<file path="src/rtl/mux_2_1.sv">
`default_nettype none
// ============================================================================
//  Module      : mux_2_1
//  Description : Packet-aware 2:1 stream multiplexer. A multi-beat packet
//                locks the selected source until its last beat is accepted.
//                The output is decoupled by a 2-entry skid FIFO that holds
//                data and last together, so the slave readies never depend
//                combinationally on m_ready.
//                Optional macro MUX_PKT_CNT_EN adds the 16-bit per-source
//                packet counters pkt_cnt_1 / pkt_cnt_2.
//  Revision    : 1.0 - initial release
// ============================================================================
module mux_2_1 #(
    parameter int DATA_W = 8
) (
    input  logic              clk,
    input  logic              reset,
    input  logic              sel,
    input  logic [DATA_W-1:0] s_data_1,
    input  logic              s_valid_1,
    input  logic              s_last_1,
    output logic              s_ready_1,
    input  logic [DATA_W-1:0] s_data_2,
    input  logic              s_valid_2,
    input  logic              s_last_2,
    output logic              s_ready_2,
    output logic [DATA_W-1:0] m_data,
    output logic              m_valid,
    output logic              m_last,
    input  logic              m_ready
`ifdef MUX_PKT_CNT_EN
    ,
    output logic [15:0]       pkt_cnt_1,
    output logic [15:0]       pkt_cnt_2
`endif
);

    typedef enum logic [1:0] {
        IDLE   = 2'd0,
        LOCK_1 = 2'd1,
        LOCK_2 = 2'd2
    } state_t;

    state_t            state_q;
    logic              rst_done_q;   // one cycle after reset release before accepting
    logic [1:0]        count_q;
    logic [1:0]        count_d;
    logic              rd_ptr_q;
    logic              wr_ptr_q;
    logic [DATA_W:0]   mem_q [2];    // {last, data}

    logic              act_2;        // 1 when slave 2 is the active input
    logic              space_ok;
    logic              push;
    logic              pop;
    logic [DATA_W-1:0] push_data;
    logic              push_last;
    logic [DATA_W:0]   head;

    // Active source selection and handshake decode
    always_comb begin
        act_2     = (state_q == LOCK_2) || ((state_q == IDLE) && sel);
        // Space is judged from registered occupancy only, never from m_ready
        space_ok  = rst_done_q && (count_q != 2'd2);
        s_ready_1 = space_ok && !act_2;
        s_ready_2 = space_ok && act_2;
        push      = act_2 ? (s_valid_2 && s_ready_2) : (s_valid_1 && s_ready_1);
        push_data = act_2 ? s_data_2 : s_data_1;
        push_last = act_2 ? s_last_2 : s_last_1;
        head      = mem_q[rd_ptr_q];
        m_valid   = (count_q != 2'd0);
        m_data    = head[DATA_W-1:0];
        m_last    = head[DATA_W];
        pop       = m_valid && m_ready;
    end

    // Next occupancy: a simultaneous push and pop leaves it unchanged
    always_comb begin
        count_d = count_q;
        case ({push, pop})
            2'b10:   count_d = count_q + 2'd1;
            2'b01:   count_d = count_q - 2'd1;
            default: count_d = count_q;
        endcase
    end

    // Lock state machine: multi-beat packets hold the source until last
    always_ff @(posedge clk or negedge reset) begin
        if (!reset) begin
            state_q <= IDLE;
        end else begin
            case (state_q)
                IDLE: begin
                    if (push && !push_last)
                        state_q <= act_2 ? LOCK_2 : LOCK_1;
                end
                LOCK_1, LOCK_2: begin
                    if (push && push_last)
                        state_q <= IDLE;
                end
                default: state_q <= IDLE;
            endcase
        end
    end

    // Acceptance is held off for the first edge after reset release
    always_ff @(posedge clk or negedge reset) begin
        if (!reset) begin
            rst_done_q <= 1'b0;
        end else begin
            rst_done_q <= 1'b1;
        end
    end

    // Two-entry output FIFO; storage is cleared so outputs read zero in reset
    always_ff @(posedge clk or negedge reset) begin
        if (!reset) begin
            count_q  <= 2'd0;
            rd_ptr_q <= 1'b0;
            wr_ptr_q <= 1'b0;
            mem_q[0] <= '0;
            mem_q[1] <= '0;
        end else begin
            if (push) begin
                mem_q[wr_ptr_q] <= {push_last, push_data};
                wr_ptr_q        <= ~wr_ptr_q;
            end
            if (pop) begin
                rd_ptr_q <= ~rd_ptr_q;
            end
            count_q <= count_d;
        end
    end

`ifdef MUX_PKT_CNT_EN
    logic [15:0] pkt_cnt_1_q;
    logic [15:0] pkt_cnt_2_q;

    // Count accepted end-of-packet beats per source, wrapping naturally
    always_ff @(posedge clk or negedge reset) begin
        if (!reset) begin
            pkt_cnt_1_q <= 16'd0;
            pkt_cnt_2_q <= 16'd0;
        end else if (push && push_last) begin
            if (act_2)
                pkt_cnt_2_q <= pkt_cnt_2_q + 16'd1;
            else
                pkt_cnt_1_q <= pkt_cnt_1_q + 16'd1;
        end
    end

    assign pkt_cnt_1 = pkt_cnt_1_q;
    assign pkt_cnt_2 = pkt_cnt_2_q;
`endif

endmodule
`default_nettype wire

</file>
<file path="config.mk">
export PLATFORM = sky130hd
export DESIGN_NAME = mux_2_1
export DESIGN_NICKNAME = d
export VERILOG_FILES = /design/src/rtl/mux_2_1.sv
export SDC_FILE = /design/constraint.sdc
export NUM_CORES = 1
export LEC_CHECK = 0
export ABC_AREA = 1
export BUFFER_PORTS_ARGS = -buffer_cell sky130_fd_sc_hd__buf_4
export CAP_MARGIN = 30
export CORE_MARGIN = 2
export CORE_UTILIZATION = 52
export DETAILED_ROUTE_END_ITERATION = 7
export MAX_ROUTING_LAYER = met4
export PLACE_DENSITY = 0.79
export REMOVE_ABC_BUFFERS = 1
export SLEW_MARGIN = 20
export SYNTH_ARGS = -nofsm -noshare
export SYNTH_HDL_FRONTEND = slang
export SYNTH_SLANG_ARGS = --single-unit
</file>
<file path="constraint.sdc">
create_clock -name clk -period 2.3 [get_ports clk]
set_input_delay 0.115 -clock clk [delete_from_list [all_inputs] [get_ports clk]]
set_output_delay 0.115 -clock clk [all_outputs]
set_load 0.01 [all_outputs]
</file>
After elaboration in Yosys (flattened, before gate mapping)
Index checks and enable logic that the tools add are counted.
- reductions and logical operators: 18
- shift-type cells: 0
- equality and inequality tests: 7
- mux-type cells: 14
- multiply operators: 0
- divide/modulo/power cells: 0
- add/subtract/negate cells: 2
- order comparisons: 3
- bitwise logic cells: 4
- operator list (operator ; count):
    $mux W9 ; 4
    $bwmux W18 ; 1
    $logic_and A1 B1 Y1 ; 10
    $demux W9 S1 ; 1
    $mux W8 ; 1
    $pmux W2 S2 ; 2
    $mux W2 ; 3
    $eq A2 B1 Y1 const B ; 2
    $eq A2 B2 Y1 const B ; 2
    $ge A2 B2 Y1 const B ; 2
    $ne A2 B2 Y1 const B ; 2
    $not A1 Y2 ; 2
    $reduce_bool A2 Y1 ; 2
    $add A2 B1 Y2 const B ; 1
    $logic_not A1 Y1 ; 2
    $logic_not A2 Y1 ; 1
    $lt A2 B1 Y1 const B ; 1
    $mux W1 ; 2
    $ne A2 B1 Y1 const B ; 1
    $not A1 Y1 ; 2
    $reduce_and A2 Y1 ; 1
    $reduce_or A2 Y1 ; 1
    $sub A2 B1 Y2 const B ; 1
    $logic_or A1 B1 Y1 ; 1
- memory bits (writable): 0
- output and inout port bits: 12
- bits in read-only memories: 0
- bits in latches: 0
- word-level logic and storage cells: 55
- bits of input ports: 24
- bits in registers: 25
- memories: 0

Depth between registers and ports, before layout
- depth after elaboration: 10
- depth in mapped cells: 13
- gate-level depth less buffers: 12

Least setup slack after synthesis
OpenSTA, ideal clock, no wires.
- path kind: register -> register
- from: register state_q[0]
- to: register count_q[1]
- path buffers: 1
- library setup time: 131 ps
- cell stages (with the launch flop): 14
- data arrival time: 1831 ps
- path slack: 339 ps
- path through: dfrtp_1 -> inv_1 -> ha_1 -> nand2_1 -> nand2_1 -> inv_1 -> nand3_2 -> nand2_4 -> inv_2 -> buf_6 -> ha_1 -> a21oi_1 -> o21ai_0 -> xor2_1
- longest elaborated chain between the ends: 9
- elaborated cells between the ends (all ways): 14
- those cells by class: 3 x eq/ne; 2 x mux; 9 x reduce/logical
- RTL lines (item ; RTL line ; text):
    from (decl) ; 44 ; state_t state_q;
    from (signal assigned) ; 95 ; state_q <= act_2 ? LOCK_2 : LOCK_1;
    $logic_not A2 Y1 ; 62 ; act_2 = (state_q == LOCK_2) || ((state_q == IDLE) && sel);
    $logic_and A1 B1 Y1 ; 62 ;
    $logic_or A1 B1 Y1 (*) ; 62 ;
    $logic_not A1 Y1 ; 65 ; s_ready_1 = space_ok && !act_2;
    $logic_and A1 B1 Y1 ; 65 ;
    $logic_and A1 B1 Y1 ; 67 ; push = act_2 ? (s_valid_2 && s_ready_2) : (s_valid_1 && s_ready_1);
    $mux W1 (*) ; 67 ;
    $eq A2 B1 Y1 / $eq A2 B2 Y1 (equally long branches) ; 80 ; case ({push, pop})
    $pmux W2 S2 / $reduce_bool A2 Y1 (equally long branches) ; -- ;
    to (signal assigned) ; 131 ; count_q <= count_d;
    to (decl) ; 46 ; logic [1:0] count_q;
Every way passes the cells marked *; elsewhere a longest branch is shown, timed or not.
A chain may end at the register's enable or synchronous reset.

Final worst setup path
Same ends and word-level chain as after synthesis.

==> reports/summary.md <==
* finished clean — status
* 0.14 ns — clock transition time at the flip-flop clock pins of the worst setup and hold paths
* 36 — I/O pin count
* 2500 µm² — area of the placeable core
* 1280 nW/µm² — total power density per cell area
* 0 — DRC Markers
* 1.00 — post-synthesis async set-or-reset flop share
* 0 — diode insertion count for antenna repair
* 4 — number of detailed-route iterations in the first pass
* 35 — IO Port Bufs
* 0 — Antenna Nets Post-Route
* 3 — total CTS buffers
* 3110 µm² — area of the die
* 12 — critical path peak fanout
* 0 — Final Hold Viols
* sky130_fd_sc_hd__clkbuf_4 — CTS Root Cell
* 0 ns — setup TNS after final layout
* 0.269 — fraction of final layout cells sized beyond drive strength 1
* 7.70 µm² — Avg Cell Area, Syn
* 24 — synth unique cells
* 0.554 ns — transition at the pin with the smallest max-transition slack
* 55.8 µm — Horiz. Die Dim
* 5.16 — post-detailed-route via-to-cell ratio
* 31 — Iteration-0 DRC Markers
* 0 — Final setup viols
* 2.06 ns — shortest clock period the worst path allows after layout
* 0.767 — final weighted congestion in routability-driven placement
* sky130_fd_sc_hd__dfrtp_1, sky130_fd_sc_hd__nand2_1, sky130_fd_sc_hd__inv_1 — top post-synthesis cells by area
* 0.558 — initial standard-cell utilization of the core
* 0.938 nW — leakage power summed over all cells
* 0.449 — share of the synthesized area in the top cell type
* 2 — Bufs on Longest Clock Path
* register — crit path capture type
* 2.27 ns — Worst EP arrival
* sky130_fd_sc_hd__nand2_1 — most frequent cell after synthesis
* 0 — yosys warns
* 0.32 ns — clock latency reported for the late side of the worst-skew pair
* 22.4% — growth of design area from synthesis to finish
* done — CTS tree
* sky130_fd_sc_hd__dfrtp_1 — dominant synthesized flop cell
* 0 — total grt overflow
* 1710 µm² — final cell area excluding filler cells
* in2reg — class of the tightest hold or removal check
* 0 — count of buffers added by post-CTS timing repair for setup
* 2.51 ns — CP required
* false — setup repair after global routing missed its margin
* 0.631 — relative slew slack
* 486 MHz — Fmax achieved
* 25 — Synth Register Bits
* 244 — Nets
* 0 — EDFF count, synth
* register — critical path launch point type
* 1264 — number of global-route vias before repair
* 0 — initial antenna violation count
* 1390 µm² — area of the mapped netlist
* 0 — count of maximum capacitance violations
* 18 — Placement Rows
* 1670 µm² — post-detailed-placement cell area
* 12.2 µm — Routed WL per cell
* 0.895 — crit share post-route
* 5330 µm — global-route wire length before repair
* sky130_fd_sc_hd__nand2_1, sky130_fd_sc_hd__dfrtp_1, sky130_fd_sc_hd__inv_1 — top post-synthesis cells by count
* 2990 µm — aggregate routed wire length
* 26 — maximum number of pins on one net before global-route repair
* reg2reg — critical path type
* 0.0889 ns — Worst Hold Slack
* 0.449 — sequential-to-total area share from yosys stat
* 0.00391 ns — final worst clock skew
* 0.000873 V — maximum VDD drop
* 25 — sink count of the clock tree
* sky130_fd_sc_hd__dfrtp_1 — largest area contributor in the synthesized netlist
* 181 — Post-Synthesis Cells
* 1 — H-tree levels
* 55.8 µm — height of the die
* 0 — Final Slew Violations
* 2190 µm — Final HPWL DP
* 1270 — via count
* 0.224 — total global-route track usage
## flip-flops by register name, indices dropped and copies added (netlist names)
signal	count
count_q	2
wr_ptr_q	1
mem_q	18
rst_done_q	1
state_q	2
rd_ptr_q	1
## worst paths after layout
check | from | end | slack, ns | cells past startpoint
max | state_q[0] | count_q[1] | 0.24 | 12
min | m_ready | rd_ptr_q | 0.09 | 3
max reg2reg | state_q[0] | count_q[1] | 0.24 | 12
min reg2reg | wr_ptr_q | wr_ptr_q | 0.49 | 2
max in group asynchronous | reset | mem_q[15] | 1.83 | 2
min in group asynchronous | reset | mem_q[13] | 0.22 | 2
## logic make-up after synthesis
kind of cell,synth area share
simple gates,0.266
compound gates,0.144
buf+inv,0.0934
flops,0.449
xor+xnor,0.0189
fa+ha+maj,0.0269
other cells,0.00269
## per-layer routing
| layer | up-vias | global-route usage | share of wire |
|---|---|---|---|
| li1 | 627 | - | - |
| met1 | 578 | 0.262 | 0.44 |
| met2 | 57 | 0.367 | 0.47 |
| met3 | 8 | 0.0395 | 0.068 |
| met4 | 0 | 0.115 | 0.023 |
| met5 | - | - | 0 |
## worst max-delay path, cell delays in order (launching register included)
cell and delay [ns]:
sky130_fd_sc_hd__dfrtp_1 0.37, sky130_fd_sc_hd__inv_1 0.06, sky130_fd_sc_hd__ha_1 0.22, sky130_fd_sc_hd__nand2_1 0.10, sky130_fd_sc_hd__nand2_2 0.11, sky130_fd_sc_hd__inv_1 0.10, sky130_fd_sc_hd__nand3_2 0.09, sky130_fd_sc_hd__nand2_4 0.11
sky130_fd_sc_hd__inv_4 0.08, sky130_fd_sc_hd__ha_1 0.33, sky130_fd_sc_hd__a21oi_1 0.11, sky130_fd_sc_hd__o21ai_0 0.11, sky130_fd_sc_hd__xor2_1 0.15
## cell type report
class / count / area [µm²]
fill: 212 / 793
multi-input combinational: 126 / 641
sequential: 25 / 626
timing repair buffer: 38 / 288
inverter: 23 / 88.8
tap: 30 / 37.5
clock buffer: 4 / 26.3
## cell usage in the layout, fill, tap and decap left out, types with 2 or more instances in the layout
cell / instances
sky130_fd_sc_hd__o21ai_1: 9
sky130_fd_sc_hd__xnor2_1: 2
sky130_fd_sc_hd__o21ai_0: 11
sky130_fd_sc_hd__ha_1: 3
sky130_fd_sc_hd__clkbuf_4: 3
sky130_fd_sc_hd__dfrtp_1: 25
sky130_fd_sc_hd__nand3_1: 2
sky130_fd_sc_hd__nor2_1: 12
sky130_fd_sc_hd__a21oi_2: 8
sky130_fd_sc_hd__nand2_4: 2
sky130_fd_sc_hd__inv_1: 21
sky130_fd_sc_hd__buf_4: 37
sky130_fd_sc_hd__nand2_1: 68
## what timing repair did
action | CTS | global route
hold buffers | 1 | 0
gates resized for setup | 0 | 3
setup endpoints to repair | 0 | 1
hold endpoints to repair | 25 | 0
## per-stage QoR
step | instances | power, mW | setup slack, ns | util
after floorplan | 174 | 1.52 | 0.0808 | -
after global placement | 241 | 1.93 | 0.282 | 0.666
after detailed placement | 241 | 1.99 | 0.127 | 0.666
after CTS | 246 | 2.19 | 0.119 | 0.681
after global routing | 246 | 2.39 | 0.0354 | 0.683
final | 246 | 2.18 | 0.242 | 0.683
## report_power, final
| group | switching (mW) | internal (mW) | leakage, nW |
|---|---|---|---|
| sequential | 0.135 | 0.632 | 0.298 |
| combinational | 0.713 | 0.500 | 0.626 |
| clock | 0.132 | 0.0679 | 0.0150 |
Note: power is estimated with default switching activity, not from simulation.
